--- src/rtl/uart_pkg.sv ---
// Shared definitions for the UART receive path.
// Receiver FSM state encoding, fixed frame bit values and the
// 2-of-3 vote helper used when UART_RX_MAJORITY_VOTE_EN is defined.
package uart_pkg;

  typedef enum logic [2:0] {
    IDLE   = 3'd0,
    START  = 3'd1,
    DATA   = 3'd2,
    PARITY = 3'd3,
    STOP   = 3'd4
  } rx_state_t;

  localparam logic UART_STOP_BIT  = 1'b1;
  localparam logic UART_START_BIT = 1'b0;

  // 2-of-3 majority of three line samples
  function automatic logic maj3(input logic [2:0] s);
    return (s[0] & s[1]) | (s[0] & s[2]) | (s[1] & s[2]);
  endfunction

endpackage

--- src/rtl/uart_rx_sync.sv ---
// Two-flop synchronizer for the asynchronous serial line plus a
// falling-edge detector on the synchronized value. All flops reset to
// the idle line level (1) so reset release never looks like a start edge.
module uart_rx_sync (
  input  logic clk_i,
  input  logic rst_ni,
  input  logic rx_i,
  output logic rx_o,
  output logic fall_o
);

  logic sync1_q;
  logic sync2_q;
  logic prev_q;

  // Metastability chain plus one extra stage holding the previous synced value
  always_ff @(posedge clk_i or negedge rst_ni) begin
    if (!rst_ni) begin
      sync1_q <= 1'b1;
      sync2_q <= 1'b1;
      prev_q  <= 1'b1;
    end else begin
      sync1_q <= rx_i;
      sync2_q <= sync1_q;
      prev_q  <= sync2_q;
    end
  end

  assign rx_o   = sync2_q;
  assign fall_o = prev_q & ~sync2_q;

endmodule

--- src/rtl/uart_rx_sipo.sv ---
// Serial-in/parallel-out UART receiver.
// Frame: start(0), DATA_W data bits LSB first, optional parity, one stop(1).
// The line is oversampled OVERSAMPLE times per bit; every bit is taken at
// its mid-period, measured from the cycle the start edge is detected.
// Optional build macro UART_RX_MAJORITY_VOTE_EN: each bit becomes the
// 2-of-3 majority of the samples at nominal-1, nominal and nominal+1, which
// moves every decision (and the output latency) one cycle later.
module uart_rx_sipo
  import uart_pkg::*;
#(
  parameter int DATA_W     = 8,
  parameter int OVERSAMPLE = 16
) (
  input  logic              baud_clk,
  input  logic              rst_n,
  input  logic              data_rx,
  input  logic              parity_en,
  input  logic              parity_odd,
  output logic [DATA_W-1:0] data_out,
  output logic              data_valid,
  output logic              parity_error,
  output logic              stop_error,
  output logic              active_flag,
  output logic              done_flag
);

  localparam int TICK_W = $clog2(OVERSAMPLE);
  localparam int BIT_W  = $clog2(DATA_W + 1);

`ifdef UART_RX_MAJORITY_VOTE_EN
  localparam int VOTE_DLY = 1;
`else
  localparam int VOTE_DLY = 0;
`endif

  // Start bit is judged half a bit after the edge; later bits one full bit apart
  localparam logic [TICK_W-1:0] START_TICK = TICK_W'(OVERSAMPLE / 2 - 1 + VOTE_DLY);
  localparam logic [TICK_W-1:0] BIT_TICK   = TICK_W'(OVERSAMPLE - 1);
  localparam logic [BIT_W-1:0]  LAST_BIT   = BIT_W'(DATA_W - 1);

  logic rx_s;
  logic rx_fall;
  logic samp_bit;
  logic samp_now;

  rx_state_t          state_q, state_d;
  logic [TICK_W-1:0]  tick_q, tick_d;
  logic [BIT_W-1:0]   bitcnt_q, bitcnt_d;
  logic [DATA_W-1:0]  shreg_q, shreg_d;
  logic               pen_q, pen_d;
  logic               podd_q, podd_d;
  logic               par_bad_q, par_bad_d;
  logic [DATA_W-1:0]  dout_q, dout_d;
  logic               valid_q, valid_d;
  logic               perr_q, perr_d;
  logic               serr_q, serr_d;

  uart_rx_sync u_sync (
    .clk_i  (baud_clk),
    .rst_ni (rst_n),
    .rx_i   (data_rx),
    .rx_o   (rx_s),
    .fall_o (rx_fall)
  );

`ifdef UART_RX_MAJORITY_VOTE_EN
  logic [1:0] hist_q;

  // Keep the two previous synced samples so the vote can be taken at nominal+1
  always_ff @(posedge baud_clk or negedge rst_n) begin
    if (!rst_n) begin
      hist_q <= 2'b11;
    end else begin
      hist_q <= {hist_q[0], rx_s};
    end
  end

  assign samp_bit = maj3({hist_q, rx_s});
`else
  assign samp_bit = rx_s;
`endif

  // Decision point: tick count reached the mid-bit position for this state
  assign samp_now = (state_q == START) ? (tick_q == START_TICK) : (tick_q == BIT_TICK);

  // Next-state logic: frame sequencing, bit shifting and result capture
  always_comb begin
    state_d   = state_q;
    tick_d    = (tick_q == BIT_TICK) ? '0 : tick_q + 1'b1;
    bitcnt_d  = bitcnt_q;
    shreg_d   = shreg_q;
    pen_d     = pen_q;
    podd_d    = podd_q;
    par_bad_d = par_bad_q;
    dout_d    = dout_q;
    valid_d   = 1'b0;
    perr_d    = perr_q;
    serr_d    = serr_q;

    case (state_q)
      IDLE: begin
        tick_d = '0;
        if (rx_fall) begin
          // Parity configuration is frozen for the whole frame at the edge
          state_d   = START;
          bitcnt_d  = '0;
          pen_d     = parity_en;
          podd_d    = parity_odd;
          par_bad_d = 1'b0;
        end
      end

      START: begin
        if (samp_now) begin
          tick_d = '0;
          // A line that is high again at mid-start was only a glitch
          state_d = (samp_bit == UART_START_BIT) ? DATA : IDLE;
        end
      end

      DATA: begin
        if (samp_now) begin
          shreg_d  = {samp_bit, shreg_q[DATA_W-1:1]};
          bitcnt_d = bitcnt_q + 1'b1;
          if (bitcnt_q == LAST_BIT) begin
            state_d = pen_q ? PARITY : STOP;
          end
        end
      end

      PARITY: begin
        if (samp_now) begin
          par_bad_d = ((^shreg_q) ^ samp_bit) != podd_q;
          state_d   = STOP;
        end
      end

      STOP: begin
        if (samp_now) begin
          // Back to IDLE at mid-stop so a frame can follow with one stop bit
          dout_d  = shreg_q;
          valid_d = 1'b1;
          perr_d  = pen_q & par_bad_q;
          serr_d  = (samp_bit != UART_STOP_BIT);
          state_d = IDLE;
        end
      end

      default: begin
        state_d = IDLE;
      end
    endcase
  end

  // Control and output registers; async reset aborts any frame in progress
  always_ff @(posedge baud_clk or negedge rst_n) begin
    if (!rst_n) begin
      state_q   <= IDLE;
      tick_q    <= '0;
      bitcnt_q  <= '0;
      pen_q     <= 1'b0;
      podd_q    <= 1'b0;
      par_bad_q <= 1'b0;
      dout_q    <= '0;
      valid_q   <= 1'b0;
      perr_q    <= 1'b0;
      serr_q    <= 1'b0;
    end else begin
      state_q   <= state_d;
      tick_q    <= tick_d;
      bitcnt_q  <= bitcnt_d;
      pen_q     <= pen_d;
      podd_q    <= podd_d;
      par_bad_q <= par_bad_d;
      dout_q    <= dout_d;
      valid_q   <= valid_d;
      perr_q    <= perr_d;
      serr_q    <= serr_d;
    end
  end

  // Payload shift register; its content only matters once a frame completes
  always_ff @(posedge baud_clk) begin
    shreg_q <= shreg_d;
  end

  assign data_out     = dout_q;
  assign data_valid   = valid_q;
  assign parity_error = perr_q;
  assign stop_error   = serr_q;
  assign active_flag  = (state_q != IDLE);
  assign done_flag    = (state_q == IDLE);

endmodule

--- config.mk ---
export PLATFORM = sky130hd
export DESIGN_NAME = uart_rx_sipo
export DESIGN_NICKNAME = d
export VERILOG_FILES = /design/src/rtl/uart_pkg.sv /design/src/rtl/uart_rx_sync.sv /design/src/rtl/uart_rx_sipo.sv
export SDC_FILE = /design/constraint.sdc
export NUM_CORES = 1
export LEC_CHECK = 0
export BUFFER_PORTS_ARGS = -buffer_cell sky130_fd_sc_hd__buf_2
export CAP_MARGIN = 15
export CORE_MARGIN = 2
export CORE_UTILIZATION = 56
export DETAILED_ROUTE_END_ITERATION = 12
export PLACE_DENSITY = 0.77
export REMOVE_ABC_BUFFERS = 1
export SYNTH_ARGS = -nofsm -noshare
export SYNTH_HDL_FRONTEND = slang
export SYNTH_SLANG_ARGS = --single-unit
--- constraint.sdc ---
create_clock -name baud_clk -period 2.1 [get_ports baud_clk]
set_input_delay 0.315 -clock baud_clk [delete_from_list [all_inputs] [get_ports baud_clk]]
set_output_delay 0.315 -clock baud_clk [all_outputs]
set_load 0.01 [all_outputs]
# Word-level counts from Yosys, hierarchy flattened
# Index checks and enable logic that the tools add are counted.
[classes] bitwise=4 add_sub_neg=2 mux=21 n_eq_ne=14 reduce_logical=11
[op_table] operator="two-way mux 3 bit" n=7
[op_table] operator="two-way mux 4 bit" n=4
[op_table] operator="one-hot mux 4 bit (2 select lines)" n=2
[op_table] operator="one-hot mux 3 bit (5 select lines)" n=1
[op_table] operator="!= test 2 bit, second input constant" n=5
[op_table] operator="adder 4 x 1 -> 4 bit, second input constant" n=2
[op_table] operator="equality test 4 x 3 -> 1 bit, second input constant" n=2
[op_table] operator="XOR reduction 8 bit" n=1
[op_table] operator="equality test 3 x 2 -> 1 bit, second input constant" n=2
[op_table] operator="AND reduction 2 bit" n=3
[op_table] operator="AND reduction 3 bit" n=2
[op_table] operator="AND reduction 6 bit" n=1
[op_table] operator="two-way mux 1 bit" n=5
[op_table] operator="equality test 4 bit, second input constant" n=1
[op_table] operator="nonzero test 2 bit" n=2
[op_table] operator="equality test 3 x 1 -> 1 bit, second input constant" n=1
[op_table] operator="equality test 3 bit, second input constant" n=1
[op_table] operator="zero test 3 bit" n=1
[op_table] operator="nonzero test 3 bit" n=1
[op_table] operator="bitwise AND 1 bit" n=2
[op_table] operator="two-way mux 2 bit" n=1
[op_table] operator="!= test 2 x 1 -> 1 bit, second input constant" n=1
[op_table] operator="one-hot mux 1 bit (2 select lines)" n=1
[op_table] operator="!= test 1 bit" n=1
[op_table] operator="other kinds (2)" n=2
[word_totals] word_cells=66 in_bits=5 output_inout_bits=13 reg_bits=36

# Longest topological paths before layout
# Gate-level depths: netlist of run 1.
[logic_depth] word_depth=5 ltp_mapped=6 ltp_nobuf=6

# Cells and area by module
# Synthesis of run 1 repeated with hierarchy kept, for this count alone.
[unflattened] hier_cells=124 hier_area_um2=1569.0
[modules_own_cells] mod="uart_rx_sipo" cells_each=120 area_per_inst_um2=1476.4 n_inst=1 seq_area_each_um2=865.8
[modules_own_cells] mod="uart_rx_sync" cells_each=4 area_per_inst_um2=92.6 n_inst=1 seq_area_each_um2=78.8

# Worst setup path before layout of run 1
# No wires, ideal clock.
[synth_timing] kind="register to register" start="register tick_q[0]" end="register shreg_q[0] (enable)" n_path_buf=0 t_arrival_ns=1.354 stages_incl_launch_ff=5 period_less_slack_ns=1.685 required_time_ns=1.770 setup_ns=0.330 path_slack_ns=0.415 path_cell_list="dfrtp_1 ha_1 nand3_2 or3_4 inv_1"
[synth_via] elab_chain_len=3 elab_cells_between_ends=4 classes_between="2 x eq/ne; 1 x mux; 1 x reduce/logical"
[synth_rtl] element="start, declared" line_no="uart_rx_sipo.sv:47" source="logic [TICK_W-1:0] tick_q, tick_d;"
[synth_rtl] element="start signal, assigned" line_no="uart_rx_sipo.sv:170" source="tick_q <= tick_d;"
[synth_rtl] element="equality test 4 bit / equality test 4 x 3 -> 1 bit (equally long branches)" line_no="uart_rx_sipo.sv:84" source="assign samp_now = (state_q == START) ? (tick_q == START_TICK) : (tick_q == BIT_TICK);"
[synth_rtl] element="two-way mux 1 bit (*)" line_no="uart_rx_sipo.sv:84"
[synth_rtl] element="AND reduction 2 bit (no source line) (*)"
[synth_rtl] element="end signal, assigned" line_no="uart_rx_sipo.sv:184" source="shreg_q <= shreg_d;"
[synth_rtl] element="end, declared" line_no="uart_rx_sipo.sv:49" source="logic [DATA_W-1:0] shreg_q, shreg_d;"
# Every way passes the cells marked *; elsewhere a longest branch is shown, timed or not.
# A chain may end at the register's enable or synchronous reset.

# Worst setup path in the final report of run 1
[layout_timing] start="register state_q[1]" end="output port done_flag"
[layout_via] elab_chain_len=1
[layout_rtl] element="start, declared" line_no="uart_rx_sipo.sv:46" source="rx_state_t state_q, state_d;"
[layout_rtl] element="start signal, assigned" line_no="uart_rx_sipo.sv:169" source="state_q <= state_d;"
[layout_rtl] element="zero test 3 bit" line_no="uart_rx_sipo.sv:192" source="assign done_flag = (state_q == IDLE);"
[layout_rtl] element="end, declared" line_no="uart_rx_sipo.sv:24" source="output logic done_flag"
# Every way passes these cells.

==> results of run 1 <==
## flip-flops by register name, indices dropped and copies added (netlist names)
register,flops
stop_error,1
pen_q,1
data_valid,1
u_sync.rx_o,1
shreg_q,8
u_sync.prev_q,1
parity_error,1
data_out,8
tick_q,4
bitcnt_q,4
podd_q,1
par_bad_q,1
u_sync.sync1_q,1
state_q,3
## routing by layer
metal / share of wire [%] / vias to the layer above / routed length [um] / GRT usage (%)
li1: - / 475 / - / -
met1: 44 / 482 / 1173 / 25.68
met2: 49 / 36 / 1311 / 28.41
met3: 6.4 / 0 / 169 / 5.215
met4: 0 / 0 / 0 / 9.967
met5: 0 / - / 0 / 0
## power breakdown
part	internal [uW]	switching (uW)
registers	790	146
logic	256	223
clock network	200	233
total	1250	602
## logic make-up after synthesis
kind of cell,Yosys count
DFF,36
and+or+nand+nor,31
AOI/OAI and AO/OA,18
muxes,13
xor gates and xnor gates,10
buffers and inverters,8
adders and majority gates,2
## final timing paths
| path | endpoint | cells after the start |
|---|---|---|
| max in group asynchronous | tick_q[0] | 2 |
| max | done_flag | 3 |
| min | u_sync.sync1_q | 1 |
| min reg2reg | u_sync.rx_o | 0 |
| min in group asynchronous | data_valid | 2 |
| max reg2reg | shreg_q[4] | 4 |
## Yosys cell counts, types with 3 or more instances
cell      number
o21ai_0        6
dfstp_2        3
inv_1          3
nor2_1         4
nor3_1         3
mux2_1         6
nand2_1        3
edfxtp_1       8
xnor2_1        8
dfrtp_1       25
nand3_1        4
mux2_2         6
## worst reg2reg max path, stage by stage, from the launching register on
cell	delay [ns]
dfrtp_1	0.41
ha_1	0.27
nand3_2	0.16
or3_4	0.43
inv_1	0.30
## final cells by class
type                       count  area [sq um]  share of cell area (%)
sequential                    36         944.7                   52.65
multi-input combinational     74         618.1                   34.45
timing repair buffer          19         102.6                   5.718
clock buffer                   6         62.56                   3.487
tap                           31         38.79                   2.162
inverter                       4         15.01                  0.8368
clock inverter                 2         12.51                  0.6974
## timing repair
action,CTS,global route
hold endpoints to repair,25,0
gates resized for setup,0,0
hold buffers,1,0
endpoints found under the setup margin,0,0
## stage by stage
stage / hold WS, ns / cells / total power [uW]
after floorplan: 0.01941 / 114 / 1292
after global placement: 0.3480 / 163 / 1403
after detailed placement: 0.3539 / 163 / 1425
after CTS: 0.04659 / 172 / 1866
after global routing: 0.03830 / 172 / 1965
final: 0.06969 / 172 / 1848
==> summary.md, run 1 <==
| Metric | Value |
|---|---|
| CP bufs+invs | 2 |
| Starting Density | 58.86% |
| Cell variety after synth | 45 |
| Antenna violations before repair | 0 |
| Pre-Repair DR Iteration Count | 4 |
| Worst-skew pair later-pin latency | 0.34 ns |
| Ports | 18 |
| Crit path arrival time | 1.60 ns |
| H-tree levels | 2 |
| Post-synthesis sequential area ratio | 58.71% |
| Ys async rst share | 77.78% |
| Clock slew at reported path FFs | 0.11 ns |
| Gr usage total | 19.10% |
| RSZ-0062 raised after global routing | no |
| Mapped cell area | 1609 sq um |
| Initial DRC count | 57 |
| Crit end category | output port |
| Min setup slack post-route | 0.1837 ns |
| Final Hold Fails | 0 |
| YS warnings | 0 |
| Crit-path slowest cell | dfrtp_1 |
| Compound-gate portion of the synthesized area | 7.854% |
| Die width | 57.61 um |
| Core area | 2734 sq um |
| Max Root-Sink Buffers | 2 |
| Final instance area | 1794 sq um |
| Area leader, netlist | dfrtp_1 |
| Peak supply drop | 0.001075 V |
| DR WL/cell | 15.43 um |
| Crit path max-delay family | flip-flops |
| CTS buffer count | 5 |
| Synth Area in XOR/XNOR | 6.299% |
| Run status | completed |
| First-pass GRT wire length | 4671 um |
| Adder-Cell Fraction of Synth Area | 1.555% |
| Pwr/cell area | 1030 nW/um^2 |
| Post-synth top flop | dfrtp_1 |
| Die Area | 3318 sq um |
| CP cell instances | or3_4 > inv_2 > buf_2 |
| Fillcell total | 214 |
| Largest net degree at the start of global routing | 29 |
| Max-cap check violation count | 0 |
| Hold/Removal Path Class | in -> reg |
| Clk_skew | 0.007597 ns |
| Number of global-route vias before repair | 1012 |
| Post-CTS Setup Repair Bufs | 0 |
| DR vias | 993 |
| Yosys reg bits | 36 |
| Setup slack, reg-to-reg | 0.22 ns |
| Placed Area | 1709 sq um |
| Die Ht | 57.61 um |
| DP Wirelength | 1871 um |
| Dominant cells by area after synthesis | dfrtp_1 (39%), edfxtp_1 (15%), dfstp_2 (4.9%), xnor2_1 (4.4%), mux2_1 (4.2%) |
| Layout cells sized above 1 | 31.91% |
| FP Rows | 19 |
| PortBufs | 17 |
| Minimum clock period | 1.916 ns |
| Largest family of logic cells by synthesized area | simple AND/OR/NAND/NOR gates |
| Utilization after layout | 65.63% |
| Synth Area in Simple Gates | 13.69% |
| CP Launch Type | flop |
| Post-Synthesis Cells | 118 |
| Detailed Route WL | 2654 um |
| Diode count | 0 |
| Syn_area_per_cell | 13.64 sq um |
| CP startpoint | state_q[1] |
| Routed Antenna Nets | 0 |
| WP data required | 1.78 ns |
| CP max FO | 12 |
| CP peak stage delay | 0.56 ns |
| Commonest non-fill, non-tap cell in the layout | dfrtp_1 |
| Final setup violation count | 0 |
| Clk sinks | 36 |
| Placer congestion estimate | 0.8405 |
| Crit path kind | reg -> out |
| RR Startpoint | tick_q[0] |
| Hold Startpoint | data_rx |
| Slew headroom | 59.40% |
| Synth top area share | 38.88% |
| DRC | 0 |
| Area grow syn2layout | 11.51% |
| Period utilization | 91.25% |
| Post-synth EDFFs | 8 |
| Final Max Tran Viols | 0 |
| Gr ovfl total | 0 |
| Setup TNS | 0 ns |
| Post-synthesis mux area share | 9.020% |
| Worst-Margin Slew | 0.6090 ns |
| Most frequent cells in the layout | dfrtp_1 (25), buf_2 (17), xnor2_1 (8), edfxtp_1 (8) |
| Max Clk Rate | 521.8 MHz |
| Nets | 147 |
| Placement Setup Slack | 0.2248 ns |
| TritonCTS clock tree | done |
| Leak pwr | 0.0008205 uW |
| Via-to-Cell Ratio | 5.773 |
| Clock root cell | clkbuf_4 |
(Power assumes the default switching activity.)
==> inputs of run 2 (changes only) <==
--- a/config.mk
+++ b/config.mk
@@ -10,6 +10,7 @@
 export CORE_MARGIN = 2
 export CORE_UTILIZATION = 56
 export DETAILED_ROUTE_END_ITERATION = 12
+export MAX_ROUTING_LAYER = met4
 export PLACE_DENSITY = 0.77
 export REMOVE_ABC_BUFFERS = 1
 export SYNTH_ARGS = -nofsm -noshare
==> run 2 against run 1 <==
Clock power about the same. Register-to-register slack is essentially flat. Final cell count unchanged. Routed wire length shrank 0.34%. Sequential power hardly changed. Maximum frequency rose by 0.12%. Non-clock buffer count did not move. Critical path depth is the same. Global-route usage is 0.65 points higher. Sequential share of layout area unchanged. Design area unchanged. Largest cell class unchanged. First-iteration DRC count is the same.
==> summary.md, run 2 (synthesis results as in run 1) <==
| Metric | Value |
|---|---|
| Pwr/cell area | 1027 nW/um^2 |
| Pre-Repair DR Iteration Count | 4 |
| RSZ-0062 raised after global routing | no |
| Max-cap check violation count | 0 |
| DP Wirelength | 1871 um |
| Number of global-route vias before repair | 1007 |
| Core area | 2734 sq um |
| WP data required | 1.78 ns |
| # hold bufs at CTS | 1 |
| CP peak stage delay | 0.56 ns |
| Run status | completed |
| Worst-skew pair later-pin latency | 0.34 ns |
| Commonest non-fill, non-tap cell in the layout | dfrtp_1 |
| Diode count | 0 |
| Clock root cell | clkbuf_4 |
| CP cell instances | or3_4 > inv_2 > buf_2 |
| Clk_skew | 0.007543 ns |
| DR WL/cell | 15.38 um |
| Period utilization | 91.14% |
| Worst-Margin Slew | 0.6079 ns |
| TritonCTS clock tree | done |
| Fillcell total | 214 |
| Detailed Route WL | 2645 um |
| Max Clk Rate | 522.5 MHz |
| Peak supply drop | 0.001071 V |
| CP max FO | 12 |
| Post-CTS Setup Repair Bufs | 0 |
| Starting Density | 58.86% |
| DRC | 0 |
| Clk sinks | 36 |
| Final Hold Fails | 0 |
| Ports | 18 |
| Final Max Tran Viols | 0 |
| Antenna violations before repair | 0 |
| Largest net degree at the start of global routing | 29 |
| Max Root-Sink Buffers | 2 |
| Crit end category | output port |
| Die width | 57.61 um |
| Crit-path slowest cell | dfrtp_1 |
| Initial DRC count | 57 |
| Gr ovfl total | 0 |
| CP Launch Type | flop |
| Nets | 147 |
| Most frequent cells in the layout | dfrtp_1 (25), buf_2 (17), xnor2_1 (8), edfxtp_1 (8) |
| DR vias | 981 |
| Slew headroom | 59.47% |
| Layout cells sized above 1 | 31.91% |
| Crit path kind | reg -> out |
| Fin cells | 172 |
| Placed cells | 163 |
| First-pass GRT wire length | 4685 um |
| FP Rows | 19 |
| Routed Antenna Nets | 0 |
| Minimum clock period | 1.914 ns |
| Leak pwr | 0.0008205 uW |
| Placer congestion estimate | 0.8536 |
| Crit path arrival time | 1.60 ns |
| PortBufs | 17 |
| Hold/Removal Path Class | in -> reg |
| Die Ht | 57.61 um |
| Gr usage total | 19.74% |
| Final setup violation count | 0 |
| Die Area | 3318 sq um |
| Area grow syn2layout | 11.51% |
| H-tree levels | 2 |
| Via-to-Cell Ratio | 5.703 |
| Clock slew at reported path FFs | 0.11 ns |
| CTS buffer count | 5 |
| Post-CTS Resized | 0 |
| Setup TNS | 0 ns |
[run 2: routing by layer]
metal	routed length [um]	up-vias	track usage, %
met1	1179	475	25.99
met5	0	-	-
met2	1301	33	28.25
li1	-	473	-
met3	164	0	5.215
met4	0	0	9.967
[run 2: path summary, 6_finish.rpt]
check | end | from | slack [ns] | depth (start not counted)
worst min register to register | u_sync.rx_o | u_sync.sync1_q | 0.37 | 0
min in group asynchronous | data_valid | rst_n | 0.50 | 2
worst max register to register | shreg_q[4] | tick_q[0] | 0.22 | 4
max in group asynchronous | tick_q[0] | rst_n | 1.19 | 2
worst max-delay path | done_flag | state_q[1] | 0.19 | 3
worst min-delay path | u_sync.sync1_q | data_rx | 0.07 | 1
[run 2: worst max-delay path, delay by kind of cell, from the launching register on]
kind / cells / cell delay (ns)
and+or+nand+nor: 1 / 0.46
DFF: 1 / 0.56
buffers and inverters: 2 / 0.24
[run 2: layout make-up]
| class | count | area [sq um] | area share (%) |
|---|---|---|---|
| inverters | 4 | 15.01 | 0.8368 |
| flip-flops and latches | 36 | 944.7 | 52.65 |
| well taps | 31 | 38.79 | 2.162 |
| clock buffers | 6 | 62.56 | 3.487 |
| repair buffers | 19 | 102.6 | 5.718 |
| multi-input cells | 74 | 618.1 | 34.45 |
| clock inverters | 2 | 12.51 | 0.6974 |
[run 2: through the flow]
step           setup slack [ns]  cell area [sq um]  total power [uW]  util (%)  hold slack [ns]
2_1_floorplan            0.3239               1578              1292         -          0.01941
3_3_place_gp             0.3113               1709              1403     62.52           0.3480
3_5_place_dp             0.2248               1709              1425     62.52           0.3539
4_1_cts                  0.1717               1794              1866     65.63          0.04659
5_1_grt                 0.07833               1794              1966     65.63          0.03830
6_report                 0.1861               1794              1843     65.63          0.07169
[run 2: power breakdown]
group | switching (uW) | internal, uW
Combinational | 220 | 256
Clock | 231 | 200
Sequential | 146 | 790
